## src/rtl/mem_port_arbiter.sv

```systemverilog
`default_nettype none
// =====================================================================
// mem_port_arbiter : shares one memory port between the core and debug
// Rev 1.0 - initial release
// =====================================================================
module mem_port_arbiter #(
    parameter int ADDR_W   = 32,
    parameter int DATA_W   = 32,
    parameter int MEM_LAT  = 1,
    parameter int MAX_WAIT = 4
) (
    input  logic              clk,
    input  logic              rst,
    input  logic              cpu_req,
    input  logic              cpu_we,
    input  logic [ADDR_W-1:0] cpu_addr,
    input  logic [DATA_W-1:0] cpu_wdata,
    output logic              cpu_gnt,
    output logic              cpu_rvalid,
    output logic [DATA_W-1:0] cpu_rdata,
    input  logic              dbg_req,
    input  logic              dbg_we,
    input  logic [ADDR_W-1:0] dbg_addr,
    input  logic [DATA_W-1:0] dbg_wdata,
    output logic              dbg_gnt,
    output logic              dbg_rvalid,
    output logic [DATA_W-1:0] dbg_rdata,
    output logic              mem_en,
    output logic              mem_we,
    output logic [ADDR_W-1:0] mem_addr,
    output logic [DATA_W-1:0] mem_wdata,
    input  logic [DATA_W-1:0] mem_rdata,
    output logic              busy
);

    localparam int c_lat_w  = (MEM_LAT > 1) ? $clog2(MEM_LAT) : 1;
    localparam int c_wait_w = $clog2(MAX_WAIT + 1);
    localparam logic [c_lat_w-1:0]  c_lat_load = c_lat_w'(MEM_LAT - 1);
    localparam logic [c_wait_w-1:0] c_wait_max = c_wait_w'(MAX_WAIT);

    typedef enum logic [1:0] {
        S_IDLE  = 2'd0,
        S_ISSUE = 2'd1,
        S_WAIT  = 2'd2
    } state_t;

    state_t              r_state;
    logic                r_owner_dbg;
    logic [c_lat_w-1:0]  r_lat_cnt;
    logic [c_wait_w-1:0] r_wait_cnt;
    logic                r_mem_en;
    logic                r_mem_we;
    logic [ADDR_W-1:0]   r_mem_addr;
    logic [DATA_W-1:0]   r_mem_wdata;
    logic                r_cpu_gnt;
    logic                r_dbg_gnt;

    logic w_any_req;
    logic w_pick_dbg;
    logic w_rd_done;

    // Debug wins when the core is quiet or once it has lost MAX_WAIT times in a row
    assign w_any_req  = cpu_req | dbg_req;
    assign w_pick_dbg = dbg_req & (~cpu_req | (r_wait_cnt >= c_wait_max));

    always_ff @(posedge clk or posedge rst) begin
        if (rst) begin
            r_state     <= S_IDLE;
            r_owner_dbg <= 1'b0;
            r_lat_cnt   <= '0;
            r_wait_cnt  <= '0;
            r_mem_en    <= 1'b0;
            r_mem_we    <= 1'b0;
            r_mem_addr  <= '0;
            r_mem_wdata <= '0;
            r_cpu_gnt   <= 1'b0;
            r_dbg_gnt   <= 1'b0;
        end else begin
            // Memory strobes and grants are single-cycle unless re-armed below
            r_mem_en    <= 1'b0;
            r_mem_we    <= 1'b0;
            r_mem_addr  <= '0;
            r_mem_wdata <= '0;
            r_cpu_gnt   <= 1'b0;
            r_dbg_gnt   <= 1'b0;
            case (r_state)
                S_IDLE: begin
                    if (w_any_req) begin
                        r_owner_dbg <= w_pick_dbg;
                        r_mem_en    <= 1'b1;
                        r_mem_we    <= w_pick_dbg ? dbg_we    : cpu_we;
                        r_mem_addr  <= w_pick_dbg ? dbg_addr  : cpu_addr;
                        r_mem_wdata <= w_pick_dbg ? dbg_wdata : cpu_wdata;
                        r_cpu_gnt   <= ~w_pick_dbg;
                        r_dbg_gnt   <= w_pick_dbg;
                        if (w_pick_dbg) begin
                            r_wait_cnt <= '0;
                        end else if (dbg_req && (r_wait_cnt < c_wait_max)) begin
                            r_wait_cnt <= r_wait_cnt + c_wait_w'(1);
                        end
                        r_state <= S_ISSUE;
                    end
                end
                S_ISSUE: begin
                    if (r_mem_we) begin
                        r_state <= S_IDLE;
                    end else begin
                        r_lat_cnt <= c_lat_load;
                        r_state   <= S_WAIT;
                    end
                end
                S_WAIT: begin
                    if (r_lat_cnt == '0) begin
                        r_state <= S_IDLE;
                    end else begin
                        r_lat_cnt <= r_lat_cnt - c_lat_w'(1);
                    end
                end
                default: r_state <= S_IDLE;
            endcase
        end
    end

    // Read data is passed straight through from the macro in the completion cycle
    assign w_rd_done  = (r_state == S_WAIT) && (r_lat_cnt == '0);
    assign cpu_rvalid = w_rd_done & ~r_owner_dbg;
    assign dbg_rvalid = w_rd_done & r_owner_dbg;
    assign cpu_rdata  = cpu_rvalid ? mem_rdata : '0;
    assign dbg_rdata  = dbg_rvalid ? mem_rdata : '0;

    assign cpu_gnt   = r_cpu_gnt;
    assign dbg_gnt   = r_dbg_gnt;
    assign mem_en    = r_mem_en;
    assign mem_we    = r_mem_we;
    assign mem_addr  = r_mem_addr;
    assign mem_wdata = r_mem_wdata;
    assign busy      = (r_state != S_IDLE);

endmodule
`default_nettype wire

```

## config.mk

```make
export PLATFORM = sky130hd
export DESIGN_NAME = mem_port_arbiter
export DESIGN_NICKNAME = d
export VERILOG_FILES = /design/src/rtl/mem_port_arbiter.sv
export SDC_FILE = /design/constraint.sdc
export NUM_CORES = 1
export LEC_CHECK = 0
export CORE_MARGIN = 8
export CORE_UTILIZATION = 35
export CTS_CLUSTER_DIAMETER = 100
export DETAILED_ROUTE_END_ITERATION = 8
export PLACE_DENSITY = 0.86
export SYNTH_ARGS = -nofsm -noshare
export SYNTH_HDL_FRONTEND = slang
export SYNTH_SLANG_ARGS = --single-unit
```

## constraint.sdc

```tcl
create_clock -name clk -period 3.45 [get_ports clk]
set_input_delay 0.5175 -clock clk [delete_from_list [all_inputs] [get_ports clk]]
set_output_delay 0.5175 -clock clk [all_outputs]
set_load 0.03 [all_outputs]
```

==> results.md, run 1 <==
| Step | Item | Reported |
| --- | --- | --- |
| final layout | Count of nets after finishing | 842 |
| run status | Outcome | finished, final reports clean |
| global routing | Via count of the first global-routing pass | 4389 |
| route | Vias per inst | 5.05 |
| clock tree | H-tree levels | 3 |
| clock tree | Clock-pin slew of the registers on the worst-case setup and hold paths | 0.09 ns |
| die | Standard cell core area | 10200 sq um |
| timing | Layout Skew | 0.0222 ns |
| global routing | Global-route wire length before repair | 24700 um |
| power | Switching Fraction | 43.0% |
| clock tree | Skew-Pair Late Insertion Delay | 0.36 ns |
| power | Portion of total power attributed to the clock network | 17.1% |
| critical path | Worst Reg2Reg Path Length in Cells | 4 |
| timing | TNS Setup | 0 ns |
| placed design | Minimum setup slack after placement | 0.994 ns |
| synth | Instance count of the mapped netlist | 400 |
| synth | Fraction of the yosys area taken by sequential cells | 50.7% |
| timing | Slew at the pin closest to its max-slew limit | 0.877 ns |
| final layout | Fraction of final layout cells sized beyond drive strength 1 | 4.85% |
| timing | RSZ-0062 raised after global routing | false |
| critical path | Slowest stage cell on the critical path | sky130_fd_sc_hd__clkdlybuf4s50_1 |
| power | Total power per unit cell area | 610 nW/um^2 |
| critical path | Type of the worst setup path | flop to output pin |
| route | Number of DRC violations after detailed routing | 0 |
| global routing | Maximum number of pins on one net before global-route repair | 67 |
| power | Internal power component | 2.40 mW |
| critical path | Kind of capture point of the worst setup path | output pin |
| power | Proportion of power drawn by flip-flops and latches | 28.4% |
| route | Total number of vias | 4122 |
| run | Max-Cap Viols | 0 |
| power | Comb power frac | 54.5% |
| power | Largest voltage drop on the vdd net | 268 uV |
| clock tree | Number of buffers inserted to repair setup after CTS | 0 |
| clock tree | CTS hold repair buffers | 0 |
| critical path | CP Depth | 4 |
| final layout | Number of filler instances in the final layout | 791 |
| placed design | Post-detailed-placement half-perimeter wirelength | 12400 um |
| critical path | Critical path's largest stage delay | 0.71 ns |
| critical path | Maximum fanout encountered on the critical timing path | 33 |
| timing | FMAX | 367 MHz |
| route | Overall routed net length | 16200 um |
| final layout | Ant diodes | 0 |
| synth | Number of distinct standard cells referenced by the synthesized netlist | 27 |
| clock tree | Gates resized, CTS repair | 0 |
| critical path | Worst path required time | 2.93 ns |
| clock tree | CTS Buffer Depth | 2 |
| clock tree | Cell at the root of the clock tree | sky130_fd_sc_hd__clkbuf_8 |
| synth | Synthesized Nets | 567 |
| timing | Worst slew margin | 41.5% |
| clock tree | Number of buffers added by the clock tree synthesis step | 9 |
| min path | Kind of path behind the tightest hold check | flop to flop |
| die | DIE HEIGHT | 118 um |
| synth | Netlist area before placement | 3650 sq um |
| final layout | Most used cells in the layout excluding fill and tap cells | sky130_fd_sc_hd__clkdlybuf4s50_1 (299), sky130_fd_sc_hd__dfrtp_1 (74), sky130_fd_sc_hd__a21oi_1 (66) |
| global routing | Grt ovf | 0 |
| timing | Number of endpoints failing setup at the final stage | 0 |
| die | Top-level port count | 301 |
| route | Detailed-router iteration count before antenna repair | 5 |
| critical path | Buf+Inv Stages, Crit Path | 2 |
| critical path | Sequence of cells on the critical path | and3b_1 -> buf_4 -> and2_1 -> clkdlybuf4s50_1 |
| die | Initial core utilization | 35.7% |
| route | First DRT Iteration DRCs | 296 |
| die | Die boundary width | 118 um |
| critical path | Family with the most delay on the worst path | buffers and inverters |
| timing | Worst Setup Slack, final | 0.726 ns |
| critical path | Signal arrival time at the worst endpoint | 2.21 ns |
| clock tree | CTS tree | done |
| timing | Final Max Tran Viols | 0 |
| power | Static Leakage | 2.78 nW |
| power | Net switching power | 1.81 mW |
| synth | Flip-flop and latch count after synthesis | 74 |
| timing | Final critical delay including setup and external delays | 2.72 ns |
| die | Placement row count | 37 |
| synth | Syn. warnings | 0 |
| min path | Hold Crit Depth | 1 |
| placed design | Port buffer count | 300 |
| timing | Number of hold-slack violations in the final timing report | 0 |
| final layout | Layout overhead on the synthesized area | 88.8% |
| global routing | Antenna violations before repair | 0 |
| placed design | Final GP Congestion | 0.865 |
| timing | Part of the cycle the worst path needs | 79.0% |
| synth | Mean instance size in the synthesized netlist | 9.13 sq um |
| die | Die ar. | 14000 sq um |
| global routing | GRT Total Usage | 22.1% |
| final layout | Most common library cell in the layout ignoring fill and taps | sky130_fd_sc_hd__clkdlybuf4s50_1 |
| critical path | Nature of the critical path startpoint | flop |
| route | Routed wire length per instance | 19.8 um |
| route | Antenna-violating nets left | 0 |
| clock tree | Number of sinks handled by clock tree synthesis | 74 |
| power | Sum of internal, switching and leakage power | 4.20 mW |
-- worst reg2reg max path, stage by stage (launching register included) --
cell and delay [ns]:
sky130_fd_sc_hd__dfrtp_1 0.37, sky130_fd_sc_hd__nand2b_2 0.60, sky130_fd_sc_hd__buf_12 0.29, sky130_fd_sc_hd__nand3_1 0.11, sky130_fd_sc_hd__a21oi_1 0.19
-- flip-flops by register name, summed over array words and instances, names as in the netlist --
signal	cells
r_state	2
dbg_gnt	1
mem_wdata	32
mem_addr	32
mem_en	1
r_owner_dbg	1
r_wait_cnt	3
cpu_gnt	1
mem_we	1
-- stage by stage --
stage	cells	utilization (%)	cell area, sq um	hold slack, ns
after floorplan	400	-	3650	0.452
after global placement	800	65.4	6690	0.465
after detailed placement	800	65.4	6690	0.456
after CTS	816	67.4	6890	0.480
after global routing	816	67.4	6890	0.490
final	816	67.4	6890	0.472
-- path summary, 6_finish.rpt --
kind | startpoint | slack (ns) | end
worst max-delay path | r_state[0]$_DFFE_PP0P_ | 0.73 | dbg_rdata[9]
worst min-delay path | mem_we$_DFF_PP0_ | 0.47 | r_state[1]$_DFFE_PP0P_
worst max register to register | r_wait_cnt[2]$_DFFE_PP0P_ | 1.81 | mem_addr[24]$_DFF_PP0_
worst min register to register | mem_we$_DFF_PP0_ | 0.47 | r_state[1]$_DFFE_PP0P_
max in group asynchronous | rst | 2.11 | mem_addr[31]$_DFF_PP0_
min in group asynchronous | rst | 0.61 | mem_addr[15]$_DFF_PP0_
-- cells by family (layout without fill, tap and decap cells) --
family          Yosys count  count (layout)  synth area share [%]
compound gates          135             135                  18.8
fa+ha+maj                 1               1                 0.343
buf+inv                  48             328                  7.23
flops                    74              74                  50.7
mux                       1               1                 0.411
simple gates            141             141                  22.5
-- cell usage after synthesis --
cell type	number	share of area, %
sky130_fd_sc_hd__o21ai_2	1	0.24
sky130_fd_sc_hd__a22o_1	1	0.24
sky130_fd_sc_hd__and2b_4	1	0.27
sky130_fd_sc_hd__and3_1	1	0.17
sky130_fd_sc_hd__o21ai_1	7	0.96
sky130_fd_sc_hd__clkbuf_2	9	1.2
sky130_fd_sc_hd__and3b_1	1	0.24
sky130_fd_sc_hd__buf_4	6	1.2
sky130_fd_sc_hd__dfrtp_1	74	51
sky130_fd_sc_hd__or3b_4	1	0.31
sky130_fd_sc_hd__and2_1	64	11
sky130_fd_sc_hd__nand2_1	3	0.31
sky130_fd_sc_hd__nor3b_1	1	0.21
sky130_fd_sc_hd__inv_1	5	0.51
sky130_fd_sc_hd__a21o_1	1	0.21
sky130_fd_sc_hd__nor3b_4	1	0.51
sky130_fd_sc_hd__mux2_4	1	0.41
sky130_fd_sc_hd__nand3_1	65	8.9
sky130_fd_sc_hd__buf_2	16	2.2
sky130_fd_sc_hd__clkbuf_1	8	0.82
sky130_fd_sc_hd__nor2_4	1	0.31
sky130_fd_sc_hd__buf_6	4	1.2
sky130_fd_sc_hd__nor2_2	1	0.17
sky130_fd_sc_hd__o21ai_0	59	8.1
sky130_fd_sc_hd__a21oi_1	66	9.0
sky130_fd_sc_hd__nand2b_1	1	0.17
sky130_fd_sc_hd__ha_1	1	0.34
-- cell type report --
cell class              count  area (sq um)  area share (%)
well taps                 136           170            2.47
inverters                   5          18.8           0.272
clock inverters             7          82.6            1.20
clock buffers               9           124            1.80
multi-input cells         278          1550            22.4
repair buffers            307          3100            45.0
flip-flops and latches     74          1850            26.9
-- power by group through the flow --
stage	combinational, mW	sequential (mW)	clock [mW]
after detailed placement	2.30	1.22	0
final	2.29	1.20	0.718
after floorplan	0.842	1.63	0
after global placement	2.27	1.20	0
after CTS	2.31	1.20	0.731
after global routing	2.42	1.22	0.761
-- metal layers --
metal  vias to the layer above  global-route usage (%)  part of all wire, %
li1                       1922                       -                    -
met1                      1914                    22.3                   35
met2                       250                    40.1                   52
met3                        36                    8.61                  9.7
met4                         0                    8.73                  3.4
met5                         -                       0                    0
(Power assumes the default switching activity.)
==> run 2: changes to the inputs <==
--- a/config.mk
+++ b/config.mk
@@ -6,10 +6,10 @@
 export NUM_CORES = 1
 export LEC_CHECK = 0
 export CORE_MARGIN = 8
-export CORE_UTILIZATION = 35
+export CORE_UTILIZATION = 33
 export CTS_CLUSTER_DIAMETER = 100
 export DETAILED_ROUTE_END_ITERATION = 8
-export PLACE_DENSITY = 0.86
+export PLACE_DENSITY = 0.82
 export SYNTH_ARGS = -nofsm -noshare
 export SYNTH_HDL_FRONTEND = slang
 export SYNTH_SLANG_ARGS = --single-unit
==> constraint.sdc (replaced) <==
create_clock -name clk -period 2.8 [get_ports clk]
set_input_delay 0.42 -clock clk [delete_from_list [all_inputs] [get_ports clk]]
set_output_delay 0.42 -clock clk [all_outputs]
set_load 0.03 [all_outputs]
==> run 2 against run 1 <==
Against the previous run:
- first-iteration DRC count is 30% lower
- largest cell class unchanged
- worst setup slack got worse by 0.51 ns
- via count decreased by 0.34%
- power is 22% higher
- final cell count is 1.1% higher
- design area about the same
- die area grew 5.2%
- clock skew shrank 0.0082 ns
- non-clock buffer count is 4 higher
==> results.md, run 2 (same netlist as run 1, synthesis figures left out) <==
| Step | Item | Reported |
| --- | --- | --- |
| run status | Outcome | finished, final reports clean |
| final layout | Post-layout instance area | 6890 sq um |
| critical path | Maximum fanout encountered on the critical timing path | 33 |
| power | Portion of total power attributed to the clock network | 16.6% |
| clock tree | H-tree levels | 3 |
| clock tree | Skew-Pair Late Insertion Delay | 0.34 ns |
| timing | Slew at the pin closest to its max-slew limit | 0.723 ns |
| clock tree | CTS hold repair buffers | 0 |
| route | Overall routed net length | 15900 um |
| critical path | Slowest stage cell on the critical path | sky130_fd_sc_hd__clkdlybuf4s50_1 |
| placed design | Port buffer count | 300 |
| min path | Hold Startpoint | mem_we$_DFF_PP0_ |
| final layout | Fraction of final layout cells sized beyond drive strength 1 | 5.26% |
| clock tree | Cell at the root of the clock tree | sky130_fd_sc_hd__clkbuf_8 |
| global routing | GRT Total Usage | 20.4% |
| final layout | Area of all sequential standard cells | 1850 sq um |
| critical path | Startpoint of the most critical setup path | r_state[0]$_DFFE_PP0P_ |
| timing | RSZ-0062 raised after global routing | false |
| power | Switching Fraction | 42.2% |
| power | Total power per unit cell area | 743 nW/um^2 |
| critical path | Source of the worst register-to-register timing path | r_wait_cnt[2]$_DFFE_PP0P_ |
| critical path | Worst path required time | 2.38 ns |
| placed design | Post-detailed-placement half-perimeter wirelength | 12500 um |
| critical path | Nature of the critical path startpoint | flop |
| power | Largest voltage drop on the vdd net | 336 uV |
| route | Antenna-violating nets left | 0 |
| route | Number of DRC violations after detailed routing | 0 |
| route | Vias per inst | 4.98 |
| placed design | Final GP Congestion | 0.802 |
| critical path | Critical path's largest stage delay | 0.68 ns |
| final layout | Multi-input logic area | 1550 sq um |
| timing | Final critical delay including setup and external delays | 2.58 ns |
| critical path | Kind of capture point of the worst setup path | output pin |
| clock tree | CTS tree | done |
| global routing | Via count of the first global-routing pass | 4253 |
| timing | Worst slew margin | 51.8% |
| global routing | Grt ovf | 0 |
| power | Sum of internal, switching and leakage power | 5.12 mW |
| final layout | Most used cells in the layout excluding fill and tap cells | sky130_fd_sc_hd__clkdlybuf4s50_1 (299), sky130_fd_sc_hd__dfrtp_1 (74), sky130_fd_sc_hd__a21oi_1 (66) |
| global routing | Antenna violations before repair | 1 |
| final layout | Layout overhead on the synthesized area | 88.7% |
| placed design | Cell area reported after detailed placement | 6680 sq um |
| power | Net switching power | 2.16 mW |
| critical path | Buf+Inv Stages, Crit Path | 2 |
| timing | TNS Setup | 0 ns |
| critical path | Family with the most delay on the worst path | buffers and inverters |
| die | Die ar. | 14700 sq um |
| die | Placement row count | 38 |
| timing | Final Max Tran Viols | 0 |
| final layout | Number of filler instances in the final layout | 931 |
| final layout | Count of nets after finishing | 846 |
| timing | Number of endpoints failing setup at the final stage | 0 |
| route | First DRT Iteration DRCs | 207 |
| timing | Part of the cycle the worst path needs | 92.1% |
| clock tree | Number of sinks handled by clock tree synthesis | 74 |
| power | Comb power frac | 54.7% |
| clock tree | Number of buffers added by the clock tree synthesis step | 9 |
| timing | Number of hold-slack violations in the final timing report | 0 |
| route | Routed wire length per instance | 19.3 um |
| final layout | Most common library cell in the layout ignoring fill and taps | sky130_fd_sc_hd__clkdlybuf4s50_1 |
| critical path | Signal arrival time at the worst endpoint | 2.16 ns |
| die | DIE HEIGHT | 121 um |
| clock tree | Clock-pin slew of the registers on the worst-case setup and hold paths | 0.07 ns |
| run | Max-Cap Viols | 0 |
| power | Proportion of power drawn by flip-flops and latches | 28.7% |
| global routing | Maximum number of pins on one net before global-route repair | 75 |
| die | Top-level port count | 301 |
| power | Internal power component | 2.96 mW |
| route | Detailed-router iteration count before antenna repair | 5 |
| global routing | Global-route wire length before repair | 23200 um |
| die | Standard cell core area | 10800 sq um |
| critical path | Sequence of cells on the critical path | and3b_1 -> buf_4 -> and2_1 -> clkdlybuf4s50_1 |
| critical path | Type of the worst setup path | flop to output pin |
| power | Static Leakage | 2.79 nW |
| die | Die boundary width | 121 um |
| clock tree | CTS Buffer Depth | 2 |
| timing | Layout Skew | 0.0140 ns |
| timing | FMAX | 388 MHz |
| route | Total number of vias | 4108 |
| die | Initial core utilization | 33.7% |
| timing | Worst Hold Slack | 0.445 ns |
| min path | Kind of path behind the tightest hold check | flop to flop |
run 2: cell types whose count changed in the layout (fill, tap and decap cells not counted), sizes merged:
cell      change
diode         +1
clkinv        +2
clkinvlp      -2
clkbuf        +2
buf           +4
inv           -2
run 2: final cells by class:
type / count / share of cell area [%]
multi-input combinational: 278 / 22.4
inverter: 5 / 0.272
antenna: 1 / 0.0363
clock inverter: 5 / 0.890
timing repair buffer: 311 / 44.9
tap: 140 / 2.54
sequential: 74 / 26.9
clock buffer: 11 / 2.05
run 2: power groups by stage:
stage               sequential [mW]  clock, mW  combinational [mW]
finish                         1.47      0.849                2.80
global route                   1.50      0.911                2.95
CTS                            1.48      0.872                2.82
detailed placement             1.50          0                2.81
global placement               1.48          0                2.77
floorplan                      2.01          0                1.04
run 2: path summary, 6_finish.rpt:
path / to / slack (ns) / depth (start not counted)
worst min register to register: r_state[1]$_DFFE_PP0P_ / 0.45 / 1
worst max-delay path: dbg_rdata[12] / 0.22 / 4
max in group asynchronous: r_wait_cnt[2]$_DFFE_PP0P_ / 2.00 / 3
min in group asynchronous: mem_addr[25]$_DFF_PP0_ / 0.49 / 3
worst max register to register: mem_wdata[10]$_DFF_PP0_ / 1.15 / 3
worst min-delay path: r_state[1]$_DFFE_PP0P_ / 0.45 / 1
run 2: metrics by stage:
stage	setup WS, ns	utilization, %	std cells
global placement	0.487	61.6	807
CTS	0.0332	63.5	823
floorplan	0.498	-	400
detailed placement	0.416	61.6	807
global route	0.132	63.6	825
finish	0.220	63.6	825
run 2: worst register-to-register path, stage by stage, from the launching register on:
cell	delay (ns)
sky130_fd_sc_hd__dfrtp_1	0.39
sky130_fd_sc_hd__and2b_4	0.72
sky130_fd_sc_hd__o21ai_0	0.23
sky130_fd_sc_hd__a21oi_1	0.23
run 2: what timing repair did:
action / CTS / global route
resized for setup: 0 / 0
endpoints found under the setup margin: 0 / 21
buffers inserted: 0 / 1
run 2: per-layer routing:
metal | part of all wire [%] | vias up | global-route usage (%)
met5 | 0 | - | 0
met1 | 35 | 1925 | 20.1
met2 | 53 | 230 | 38.5
met4 | 2.1 | 0 | 7.02
met3 | 10 | 25 | 7.35
li1 | - | 1928 | -
==> run 3: changes to the inputs <==
--- a/config.mk
+++ b/config.mk
@@ -9,6 +9,7 @@
 export CORE_UTILIZATION = 33
 export CTS_CLUSTER_DIAMETER = 100
 export DETAILED_ROUTE_END_ITERATION = 8
+export HOLD_SLACK_MARGIN = 0.15
 export PLACE_DENSITY = 0.82
 export SYNTH_ARGS = -nofsm -noshare
 export SYNTH_HDL_FRONTEND = slang
==> results of run 3 <==
Same layout as run 2: the final DEF is identical, and so are final timing and power.
==> variant 1, RTL diff (config.mk and constraints of run 3) <==
Set the parameter `ADDR_W` to 28 (it was 32).
--- a/src/rtl/mem_port_arbiter.sv
+++ b/src/rtl/mem_port_arbiter.sv
@@ -6,3 +6,3 @@
 module mem_port_arbiter #(
-    parameter int ADDR_W   = 32,
+    parameter int ADDR_W   = 28,
     parameter int DATA_W   = 32,
Interface: changed (resized cpu_addr, dbg_addr and mem_addr); port bits go from 301 to 289. No check against the original RTL was run, so the function may have changed too.
==> variant 1 against run 3 <==
Wire length is 19% lower. Synthesized cell count is 40% lower. Worst setup slack better by 0.026 ns. Design area is 10% lower. Cell count is 23% lower. Critical path depth stayed put. Power is 1.4% higher. Critical endpoint is now cpu_rdata[8]. Sequential cell count is 4 lower. Synthesized area is 17% lower.
==> variant 1: results (changes against run 3) <==
| Metric | Value |
|---|---|
| NonClk Buf Share | 47.5% (+2.6 points) |
| Detailed-route wire length | 13,000 um (-19%) |
| Hold WC Path Type | reg2reg |
| Commonest cells in the netlist | 70 x dfrtp_1, 64 x and2_1, 33 x a22o_1 |
| Synthesized Nets | 399 (-30%) |
| Input/output buffers | 288 (-4.0%) |
| Setup crit end | cpu_rdata[8] |
| Non-clock buffers | 292 (-6.1%) |
| Met3 routed WL | 992 um (-40%) |
| Num sequential | 70 (-5.4%) |
| Hold Path End | r_state[1] |
| Met1 Use GR | 21.1% (+1.1 points) |
| CTS buffer count | 9 (unchanged) |
| Reg-to-reg endpoint | mem_wdata[11] |
| Root buffer cell | clkbuf_8 |
| Drt pass-1 iters | 6 (+1) |
| Clk tree area frac | 3.56% (+0.62 points) |
| Inverters | 3 (-2) |
| # diodes | 0 (-1) |
| LEAKAGE | 2.64 nW (-5.6%) |
| Initial antenna violation count | 0 (-1) |
| Pin count of the biggest net entering global routing | 63 (-16%) |
| Area contributors post-synth | dfrtp_1 57%, and2_1 13%, a22o_1 9.5%, a22o_2 9.2%, buf_6 4.1% |
| Worst Min Path Start | mem_we |
| Post-synthesis sequential area ratio | 57.5% (+6.8 points) |
| Wire length on met2 | 6910 um (-18%) |
| Comb_multi_in | 147 (-47%) |
| Met2 Resource Use GR | 36.8% (-1.8 points) |
| FFs w/ async S/R, synth | 100% (unchanged) |
| Slew margin rel. | 24.5% (-27 points) |
| Met3 Usage GRT | 6.33% (-1.0 points) |
| Status | finished clean |
| Crit path DAT | 2.13 ns (-0.03 ns) |
| Fill cells | 690 (-26%) |
| Post-synth cell types | 21 (-22%) |
| Nets | 682 (-19%) |
| Area of the multi-input gates | 1120 um^2 (-27%) |
| Setup Fix Bufs, Post-CTS | 0 (unchanged) |
| R2R depth | 3 (unchanged) |
| Hold Slack | 0.438 ns (-0.00730 ns) |
| Max reg flops | 32 |
| DP HPWL | 10,800 um (-14%) |
| Crit-path max FO | 33 (unchanged) |
| Reg-to-reg slack, setup | 0.82 ns (-0.33 ns) |
| CLK BUF | 10 (-1) |
| First-pass GRT wire length | 19,600 um (-16%) |
| Fraction of layout cells with a size suffix above 1 | 10.1% (+4.8 points) |
| DR iter-0 viols | 145 (-30%) |
| H-tree depth | 3 (unchanged) |
| GPL Wtd Cong | 0.800 (-0.25%) |
| VDD IR max | 0.473 mV (+41%) |
| Vias in the first global route | 3,296 (-23%) |
| Fin Clk Skew | 0.0125 ns (-0.00149 ns) |
| Via-to-Cell Ratio | 4.70 (-5.7%) |
| Overall global routing resource usage | 20.2% (-0.23 points) |
| Reg-to-reg startpoint | r_state[0] |
| Crit Path Class | reg2out |
| Seq. cell area | 1750 um^2 (-5.4%) |
| Met1 WL | 4770 um (-13%) |
[variant 1: cell types whose count changed after synthesis, sizes merged, moves of 2 or more]
cell    delta
clkbuf    -10
a21oi     -66
dfrtp      -4
nand3     -65
inv        -2
o21ai     -65
buf       -13
nor2       +4
a22o      +60
[variant 1: cell families after synthesis]
| kind of cell | Yosys count | share of synthesized area (%) |
|---|---|---|
| AO/OA/AOI/OAI | 65 | 19.4 |
| AND/OR/NAND/NOR | 81 | 16.6 |
| adder cells (fa/ha/maj) | 1 | 0.411 |
| flip-flops | 70 | 57.5 |
| buffers and inverters | 23 | 6.04 |
[variant 1: power breakdown]
group	switching [W]	internal, W
sequential	0.000114	0.00132
combinational	0.00158	0.00127
clock	0.000382	0.000525
total	0.00208	0.00312
[variant 1: per-stage QoR]
step	setup slack [ns]	cell area, um^2	instances
final	0.246	6180	638
after global routing	0.132	6180	638
after CTS	0.230	6180	638
after detailed placement	0.443	5960	623
after global placement	0.517	5960	623
after floorplan	0.612	3050	240
==> variant 2, RTL diff (flow settings as in run 3) <==
Without the edit above. Re-encode `state_t` (3 states) as one-hot, 3 bits wide.
--- a/src/rtl/mem_port_arbiter.sv
+++ b/src/rtl/mem_port_arbiter.sv
@@ -40,6 +40,6 @@
 
-    typedef enum logic [1:0] {
-        S_IDLE  = 2'd0,
-        S_ISSUE = 2'd1,
-        S_WAIT  = 2'd2
+    typedef enum logic [2:0] {
+        S_IDLE  = 3'b001,
+        S_ISSUE = 3'b010,
+        S_WAIT  = 3'b100
     } state_t;
Behaviour: no difference found for any inputs over 10 cycles, from zero or initial values and one cycle with rst high; not proved beyond that.
==> variant 2 against run 3 <==
Via count is 0.29% higher. Clock skew is 0.0083 ns lower. Critical path type unchanged. Worst setup slack worse by 0.099 ns. Sequential share of layout area is 0.21 points higher. Count of clock-buffer cells in the layout is 1 lower. Design area is 0.62% higher. Wire length is 0.40% higher. Power is 10% lower. Sequential cell count is 1 higher. Synthesized area is 1.5% lower.
==> variant 2: results (changes against run 3) <==
| Metric | Value |
|---|---|
| Pint | 0.00274 W (-7.3%) |
| Initial antenna violation count | 0 (-1) |
| Reg-to-reg slack, setup | 1.23 ns (+0.08 ns) |
| Met3 Usage GRT | 7.46% (+0.11 points) |
| LEAKAGE | 2.80 nW (+0.19%) |
| Vias in the first global route | 4,171 (-1.9%) |
| # diodes | 0 (-1) |
| Wire length on met2 | 8690 um (+2.9%) |
| DR vias | 4,120 (+0.29%) |
| Fill cells | 896 (-3.8%) |
| Met1 Use GR | 21.8% (+1.7 points) |
| Fin Clk Skew | 0.00573 ns (-0.00829 ns) |
| Pin count of the biggest net entering global routing | 56 (-25%) |
| VDD IR max | 0.419 mV (+25%) |
| Status | finished clean |
| Area contributors post-synth | dfrtp_1 51%, and2_1 11%, a21oi_1 9.2%, nand3_1 9.0%, o21ai_0 8.8% |
| DP Area | 6730 um^2 (+0.75%) |
| Hold WC Path Type | in2async |
| Crit path DAT | 2.26 ns (+0.10 ns) |
| Overall global routing resource usage | 21.1% (+0.72 points) |
| Reg-to-reg startpoint | r_state[0] |
| Dpl cells | 811 (+0.50%) |
| Compound-Gate Fraction of Synth Area | 19.2% (+0.39 points) |
| Tcrit/Tclk final | 95.7% (+3.5 points) |
| R2R depth | 4 (+1) |
| GPL Wtd Cong | 0.904 (+13%) |
| Syn_area_per_cell | 8.95 um^2 (-2.0%) |
| Post-synthesis sequential area ratio | 52.2% (+1.5 points) |
| Post-synth cell types | 25 (-7.4%) |
| Setup WS pre-CTS | 0.377 ns (-0.0385 ns) |
| Via-to-Cell Ratio | 4.98 (about the same) |
| Hold Slack | 0.418 ns (-0.0276 ns) |
| Met3 routed WL | 1520 um (-8.0%) |
| DP HPWL | 12,600 um (+0.35%) |
| Nets | 849 (+0.35%) |
| Met2 Resource Use GR | 39.8% (+1.2 points) |
| Critical Path Source | r_state[1] |
| Setup crit end | cpu_rdata[30] |
| Commonest cells in the netlist | 74 x dfrtp_1, 66 x a21oi_1, 65 x nand3_1 |
| DR iter-0 viols | 351 (+70%) |
## variant 2: area by class of cell
| type | instances | area [um^2] | area share [%] |
|---|---|---|---|
| clock inverters | 6 | 63.8 | 0.920 |
| clock buffers | 10 | 138 | 1.99 |
| multi-input cells | 280 | 1550 | 22.4 |
| inverters | 5 | 20.0 | 0.289 |
| well taps | 140 | 175 | 2.53 |
| repair buffers | 311 | 3110 | 44.8 |
| flip-flops and latches | 75 | 1880 | 27.1 |
## variant 2: power by group through the flow
stage,clock (W),combinational (W),sequential (W)
after floorplan,0,0.000608,0.00206
after global placement,0,0.00222,0.00151
after CTS,0.000874,0.00227,0.00151
after detailed placement,0,0.00225,0.00153
final,0.000850,0.00224,0.00151
after global routing,0.000917,0.00237,0.00154
## variant 2: repair_timing
item	4_1_cts	5_1_grt
endpoints found under the setup margin	9	0
hold endpoints to repair	0	0
resized for setup	1	0
